## src/rtl/i2s_tx.sv

```systemverilog
// I2S / left-justified stereo DAC transmitter with a one-entry holding buffer and clock-enable BCK divider.
// Optional feature macro: I2S_TX_LJ_EN selects left-justified framing (MSB on the lrck edge, lrck=1 for left).
module i2s_tx #(
    parameter int DATA_W  = 16,
    parameter int SLOT_W  = 32,
    parameter int BCK_DIV = 16
) (
    input  logic              clk,
    input  logic              rst,
    input  logic [DATA_W-1:0] s_left,
    input  logic [DATA_W-1:0] s_right,
    input  logic              s_valid,
    output logic              s_ready,
    output logic              bck,
    output logic              lrck,
    output logic              din,
    output logic              frame_start,
    output logic              underrun
);

    localparam int FRAME_W = 2 * SLOT_W;
    localparam int DIV_W   = (BCK_DIV > 1) ? $clog2(BCK_DIV) : 1;
    localparam int CNT_W   = $clog2(FRAME_W);

    localparam logic [DIV_W-1:0] DIV_LAST = DIV_W'(BCK_DIV - 1);
    localparam logic [CNT_W-1:0] CNT_LAST = CNT_W'(FRAME_W - 1);
    localparam logic [CNT_W-1:0] SLOT_CNT = CNT_W'(SLOT_W);
`ifdef I2S_TX_LJ_EN
    localparam logic [CNT_W-1:0] LOAD_AT  = '0;
`else
    localparam logic [CNT_W-1:0] LOAD_AT  = CNT_W'(1);
`endif

    logic [DIV_W-1:0]   div_cnt;
    logic [CNT_W-1:0]   bit_cnt;
    logic [FRAME_W-1:0] shifter;
    logic [FRAME_W-1:0] frame_word;
    logic [DATA_W-1:0]  hold_left;
    logic [DATA_W-1:0]  hold_right;
    logic               hold_full;
    logic               tick;
    logic               fall;
    logic               load;
    logic               lrck_next;

    assign tick    = (div_cnt == DIV_LAST);
    assign fall    = tick & bck;
    assign load    = fall & (bit_cnt == LOAD_AT);
    assign s_ready = ~hold_full;

    // Each sample sits MSB-first at the top of its slot; the zero padding falls out of the shift.
    assign frame_word = hold_full
        ? ((FRAME_W'(hold_left) << (FRAME_W - DATA_W)) | (FRAME_W'(hold_right) << (SLOT_W - DATA_W)))
        : '0;

`ifdef I2S_TX_LJ_EN
    assign lrck_next = (bit_cnt < SLOT_CNT);
`else
    assign lrck_next = (bit_cnt >= SLOT_CNT);
`endif

    // NOTE: every register here updates with <= so all of them see the same pre-edge values of
    // tick/fall/load; blocking assignments would let later statements observe half-updated state.
    always_ff @(posedge clk) begin
        if (rst) begin
            div_cnt     <= '0;
            bit_cnt     <= '0;
            shifter     <= '0;
            bck         <= 1'b0;
            lrck        <= 1'b0;
            din         <= 1'b0;
            frame_start <= 1'b0;
            underrun    <= 1'b0;
            hold_full   <= 1'b0;
            // NOTE: the buffered sample is cleared too, so nothing stale can reach the pins after reset.
            hold_left   <= '0;
            hold_right  <= '0;
        end else begin
            frame_start <= load;
            underrun    <= load & ~hold_full;

            if (tick) begin
                div_cnt <= '0;
                bck     <= ~bck;
            end else begin
                div_cnt <= div_cnt + DIV_W'(1);
            end

            if (fall) begin
                bit_cnt <= (bit_cnt == CNT_LAST) ? '0 : bit_cnt + CNT_W'(1);
                lrck    <= lrck_next;
                if (load) begin
                    din     <= frame_word[FRAME_W-1];
                    shifter <= frame_word << 1;
                end else begin
                    din     <= shifter[FRAME_W-1];
                    shifter <= shifter << 1;
                end
            end

            // A load only drains a full buffer and a transfer only fills an empty one, so they never collide.
            if (load && hold_full) begin
                hold_full <= 1'b0;
            end else if (s_valid && !hold_full) begin
                hold_full  <= 1'b1;
                hold_left  <= s_left;
                hold_right <= s_right;
            end
        end
    end

endmodule

```

## config.mk

```make
export PLATFORM = sky130hd
export DESIGN_NAME = i2s_tx
export DESIGN_NICKNAME = d
export VERILOG_FILES = /design/src/rtl/i2s_tx.sv
export SDC_FILE = /design/constraint.sdc
export NUM_CORES = 1
export LEC_CHECK = 0
export BUFFER_PORTS_ARGS = -buffer_cell sky130_fd_sc_hd__buf_2
export CAP_MARGIN = 20
export CORE_UTILIZATION = 50
export DETAILED_ROUTE_END_ITERATION = 6
export GPL_ROUTABILITY_DRIVEN = 0
export PLACE_DENSITY = 0.72
export REMOVE_ABC_BUFFERS = 1
export SLEW_MARGIN = 25
export SYNTH_ARGS = -nofsm -noshare
export SYNTH_HDL_FRONTEND = slang
export SYNTH_SLANG_ARGS = --single-unit
```

## constraint.sdc

```tcl
create_clock -name clk -period 3.1 [get_ports clk]
set_input_delay 0.93 -clock clk [delete_from_list [all_inputs] [get_ports clk]]
set_output_delay 0.93 -clock clk [all_outputs]
set_load 0.005 [all_outputs]
```

# Word level (Yosys, flattened, before mapping)
# Cells that the tools add are included.
# word_totals
regBits	112
in_bits	35
output_inout_bits	6
elab_cells	34
# op_classes
n_lt_le_gt_ge	1
eq_ne	3
add_sub_neg	2
n_reduce_logical	6
n_mux	4
bitwise_logic	7
# op_table
cell	n
$mux W64	2
$or A64 B32 Y64	1
$add A6 B1 Y6 const B	1
$eq A6 B1 Y1 const B	1
$eq A6 B6 Y1 const B	1
$ge A6 B6 Y1 const B	1
$mux W6	1
$add A4 B1 Y4 const B	1
$eq A4 B4 Y1 const B	1
$reduce_or A2 Y1	2
$and A1 B1 Y1	3
$not A1 Y1	3
$logic_and A1 B1 Y1	2
$reduce_and A2 Y1	1
$logic_not A1 Y1	1
$mux W1	1

# Longest topological paths before layout
# depth
depth_word	6
depth_mapped	7
mapped_depth_nobuf	5

# Worst setup path before layout
# OpenSTA, ideal clock, no wires.
# synth_timing
kind	input-to-reg
startpoint	input rst
endpoint	register shifter[25]
setup_slack_ns	1.204
arrival_ns	1.754
setup_time_ns	0.142
n_path_buf	3
path_stages	4
required_ns	2.958
path_cell_list	clkbuf_1 clkbuf_1 clkbuf_1 a311oi_1
# synth_rtl
element	line	rtl
start, declared	9	input logic rst,
end signal, assigned	94	shifter <= frame_word << 1;
end signal, assigned	97	shifter <= shifter << 1;
end, declared	36	logic [FRAME_W-1:0] shifter;
# No word-level cell between the ends.

# Worst setup path in the final report
# layout_timing
startpoint	register bit_cnt[1]
endpoint	register shifter[32]
# layout_via
elab_chain_cells	3
# layout_lines
element	line	rtl
start, declared	35	logic [CNT_W-1:0] bit_cnt;
start signal, assigned	90	bit_cnt <= (bit_cnt == CNT_LAST) ? '0 : bit_cnt + CNT_W'(1);
$eq A6 B1 Y1	48	assign load = fall & (bit_cnt == LOAD_AT);
$and A1 B1 Y1	48	
$mux W64	92	if (load) begin
# No other way between the ends.
# A chain may end at the register's enable or synchronous reset.

==> metrics.txt <==
outcome complete, no violations; Clock Skews 0.0135 ns; Seq cells post-synth 95; first-pass GRT wire length 14.6 mm; total setup violations reported at the end of the flow 0; post-cts hold buffer count 0; standby leakage power around 1.4 nW; fmax 457 MHz; class of the most critical hold timing path reg -> reg; post-synthesis async set-or-reset flop share 0%; first-pass iteration count of the detailed router 4; critical path required time 3.36 ns; Core Footprint 0.00741 mm²; CP max-delay cell dfxtp_1; total congestion overflow after global routing 0; worst r2r src bit_cnt[1]$_SDFFE_PP0P_; via density per instance between 5 and 6; setup repair after global routing missed its margin no; Worst path depth 7; antenna violations before repair 0; Max Root-Sink Buffers 2; die area 0.00819 mm²; utilization of the core after routing 59.0%; share of the yosys chip area belonging to registers 48.6%; fraction of final layout cells with drive strength greater than 1 around 15%; Routed Antenna Nets 0; worst reg-to-reg path cell count 7; die width 90.5 µm; Worst setup SP type register; period utilisation layout 70.6%; cell at the root of the clock tree clkbuf_8; number of library cell types mapped by synthesis 36; Worst Path Buf+Inv 3; overall global routing resource usage 21.6%; TritonCTS clock tree yes; synthesized area 0.00392 mm²; worst setup margin 0.912 ns; relative area change from synthesis to final layout 11.6%; critical path fanouts, max 26; cell seen most often among critical-path stages buf_4; nature of the critical path endpoint register; number of gates resized after CTS 0; setup slack on the worst flop-to-flop path ~0.9 ns; register area 0.00190 mm²; number of DRC violations after detailed routing 0; number of cells on the worst hold path 2; # rows 31; via count of the routed design 3,402; DRC marker count from the first detailed-route iteration about 220; Min Clock Period, post-route 2.19 ns; cell-by-cell listing of the critical path inv_1 -> ha_1 -> buf_4 -> nand2b_1 -> buf_4 -> o21ai_1 -> a311oi_1; Clk Latency, worst-skew pair about 0.36 ns; total of warnings raised by yosys 0; number of I/O port buffers 40; Slew Limit Fails 0; startpoint of the worst hold path lrck$_SDFFE_PP0P_; number of primary I/O pins 41; number of H-tree levels 3; CTS sink cnt 95; type of the worst setup path reg -> reg; most used flip-flop cell after synthesis dfxtp_1; worst rel slew slack 49.9%; total negative slack for setup checks 0 ns; placed instance count 579; number of endpoints with negative hold slack in the final report 0; count of max-cap constraint violations 0; end point of the worst hold path lrck$_SDFFE_PP0P_; final antenna diode count 0; data arrival time of the critical path 2.44 ns; pin count of the biggest net entering global routing 51; overall routed net length 8.49 mm; Final Net Count 530; measured slew at the worst slew-check pin 0.750 ns; DR WL/cell 14.3 µm; placed wire-length estimate after detailed placement around 5.0 mm; setup fix buffers added after clock tree synthesis 0; starting density of the core a little over half; Vert. Die Dim 90.5 µm; Power per Cell Area 530 mW/mm²; number of standard cells after synthesis 477; category of cells accounting for the largest share of critical-path delay buffers and inverters; number of clock buffers inserted by TritonCTS 9; multi-input logic area 0.00180 mm²; VDD IR max 0.299 mV; Non-Filler Instances 595; number of global-route vias before repair 3,158; CTS clock-pin slew for the worst setup and hold paths 0.09 ns; worst r2r dst shifter[32]$_SDFFE_PP0P_; filler cell count 686; count of flip-flops with a built-in enable after synthesis 0; highest cell delay on the worst timing path 0.41 ns; worst setup slack after placement roughly 0.89 ns; mean area per synthesized cell ~8.2 µm²
[metrics by stage]
stage	hold slack (ns)	power, mW	area (µm²)
3_3_place_gp	0.440	1.49	4160
5_1_grt	0.478	2.42	4370
6_report	0.459	2.32	4370
4_1_cts	0.459	2.33	4370
3_5_place_dp	0.446	1.49	4160
2_1_floorplan	0.424	1.39	3710
[logic make-up (layout without fill, tap and decap cells)]
kind of cell	Yosys count	in the layout	synth area share, %
multiplexers	1	1	0.288
flip-flops	95	95	48.6
adder cells (fa/ha/maj)	4	4	1.28
XOR/XNOR	2	2	0.448
buffers and inverters	55	74	5.66
AND/OR/NAND/NOR	177	177	20.9
AO/OA/AOI/OAI	143	143	22.9
[worst max path at each step]
stage / endpoint / slack (ns) / from
5_1_grt: shifter[31]$_SDFFE_PP0P_ / 0.74 / bit_cnt[1]$_SDFFE_PP0P_
6_report: shifter[32]$_SDFFE_PP0P_ / 0.91 / bit_cnt[1]$_SDFFE_PP0P_
3_3_place_gp: shifter[59]$_SDFFE_PP0P_ / 0.94 / rst
3_5_place_dp: shifter[60]$_SDFFE_PP0P_ / 0.89 / rst
4_1_cts: shifter[32]$_SDFFE_PP0P_ / 0.93 / bit_cnt[1]$_SDFFE_PP0P_
2_1_floorplan: bit_cnt[4]$_SDFFE_PP0P_ / 0.34 / div_cnt[0]$_SDFF_PP0_
[state kept, by name, indices dropped and copies added, names as in the netlist]
register	count
hold_right	16
hold_full	1
underrun	1
bit_cnt	6
din	1
hold_left	16
lrck	1
frame_start	1
div_cnt	4
bck	1
shifter	47
[metal layers]
layer / vias up / global-route usage [%] / share of wire [%]
met5: - / 0 / 0
met4: 0 / 6.05 / 0.51
met3: 4 / 4.63 / 4.2
met2: 85 / 35.0 / 46
met1: 1576 / 28.9 / 49
li1: 1737 / - / -
[cell usage in the layout, fill, tap and decap left out, types with 2 or more instances in the layout]
cell      netlist  final
o211ai_1       16     16
buf_4           0     12
nor2b_1         4      3
o21ai_0         2      2
nand2b_1        2      2
xnor2_1         2      2
ha_1            4      4
nand4_1        33     33
a21oi_1        56     56
clkinv_4        0      2
o21ai_1        31     31
dfxtp_1        95     95
buf_2          12     40
or3_1           3      3
clkbuf_8        0     11
and3_1          2      2
nor2_1         35     35
nand2_1        88     88
inv_1           4      4
a311oi_1       32     32
[synth_stat cells, types with 2 or more instances]
cell type	n	area [µm²]
a21oi_1	56	280
a311oi_1	32	280
and3_1	2	12.5
buf_1	2	7.51
buf_2	12	60.1
clkbuf_1	36	135
dfxtp_1	95	1900
ha_1	4	50.1
inv_1	4	15.0
nand2_1	88	330
nand2b_1	2	12.5
nand4_1	33	206
nor2_1	35	131
nor2b_1	4	25.0
nor3_1	2	10.0
o211ai_1	16	120
o21ai_0	2	10.0
o21ai_1	31	155
or3_1	3	18.8
xnor2_1	2	17.5
[layout make-up]
| cell class | instances | share of cell area [%] |
|---|---|---|
| clock inverter | 5 | 1.46 |
| sequential | 95 | 43.5 |
| tap | 99 | 2.83 |
| multi-input combinational | 327 | 41.2 |
| clock buffer | 11 | 3.46 |
| inverter | 5 | 0.429 |
| timing repair buffer | 53 | 7.10 |
[tightest hold or removal path, stage by stage (launching register included)]
cell and delay, ns:
dfxtp_1 0.32, nand2_1 0.05, a21oi_1 0.05
[power breakdown]
group,internal [mW],total [mW],switching [mW],leakage [nW]
logic,0.0577,0.192,0.134,0.564
registers,1.25,1.27,0.0215,0.771
clock network,0.423,0.852,0.429,0.106
Power figures use the tool's default switching activity.
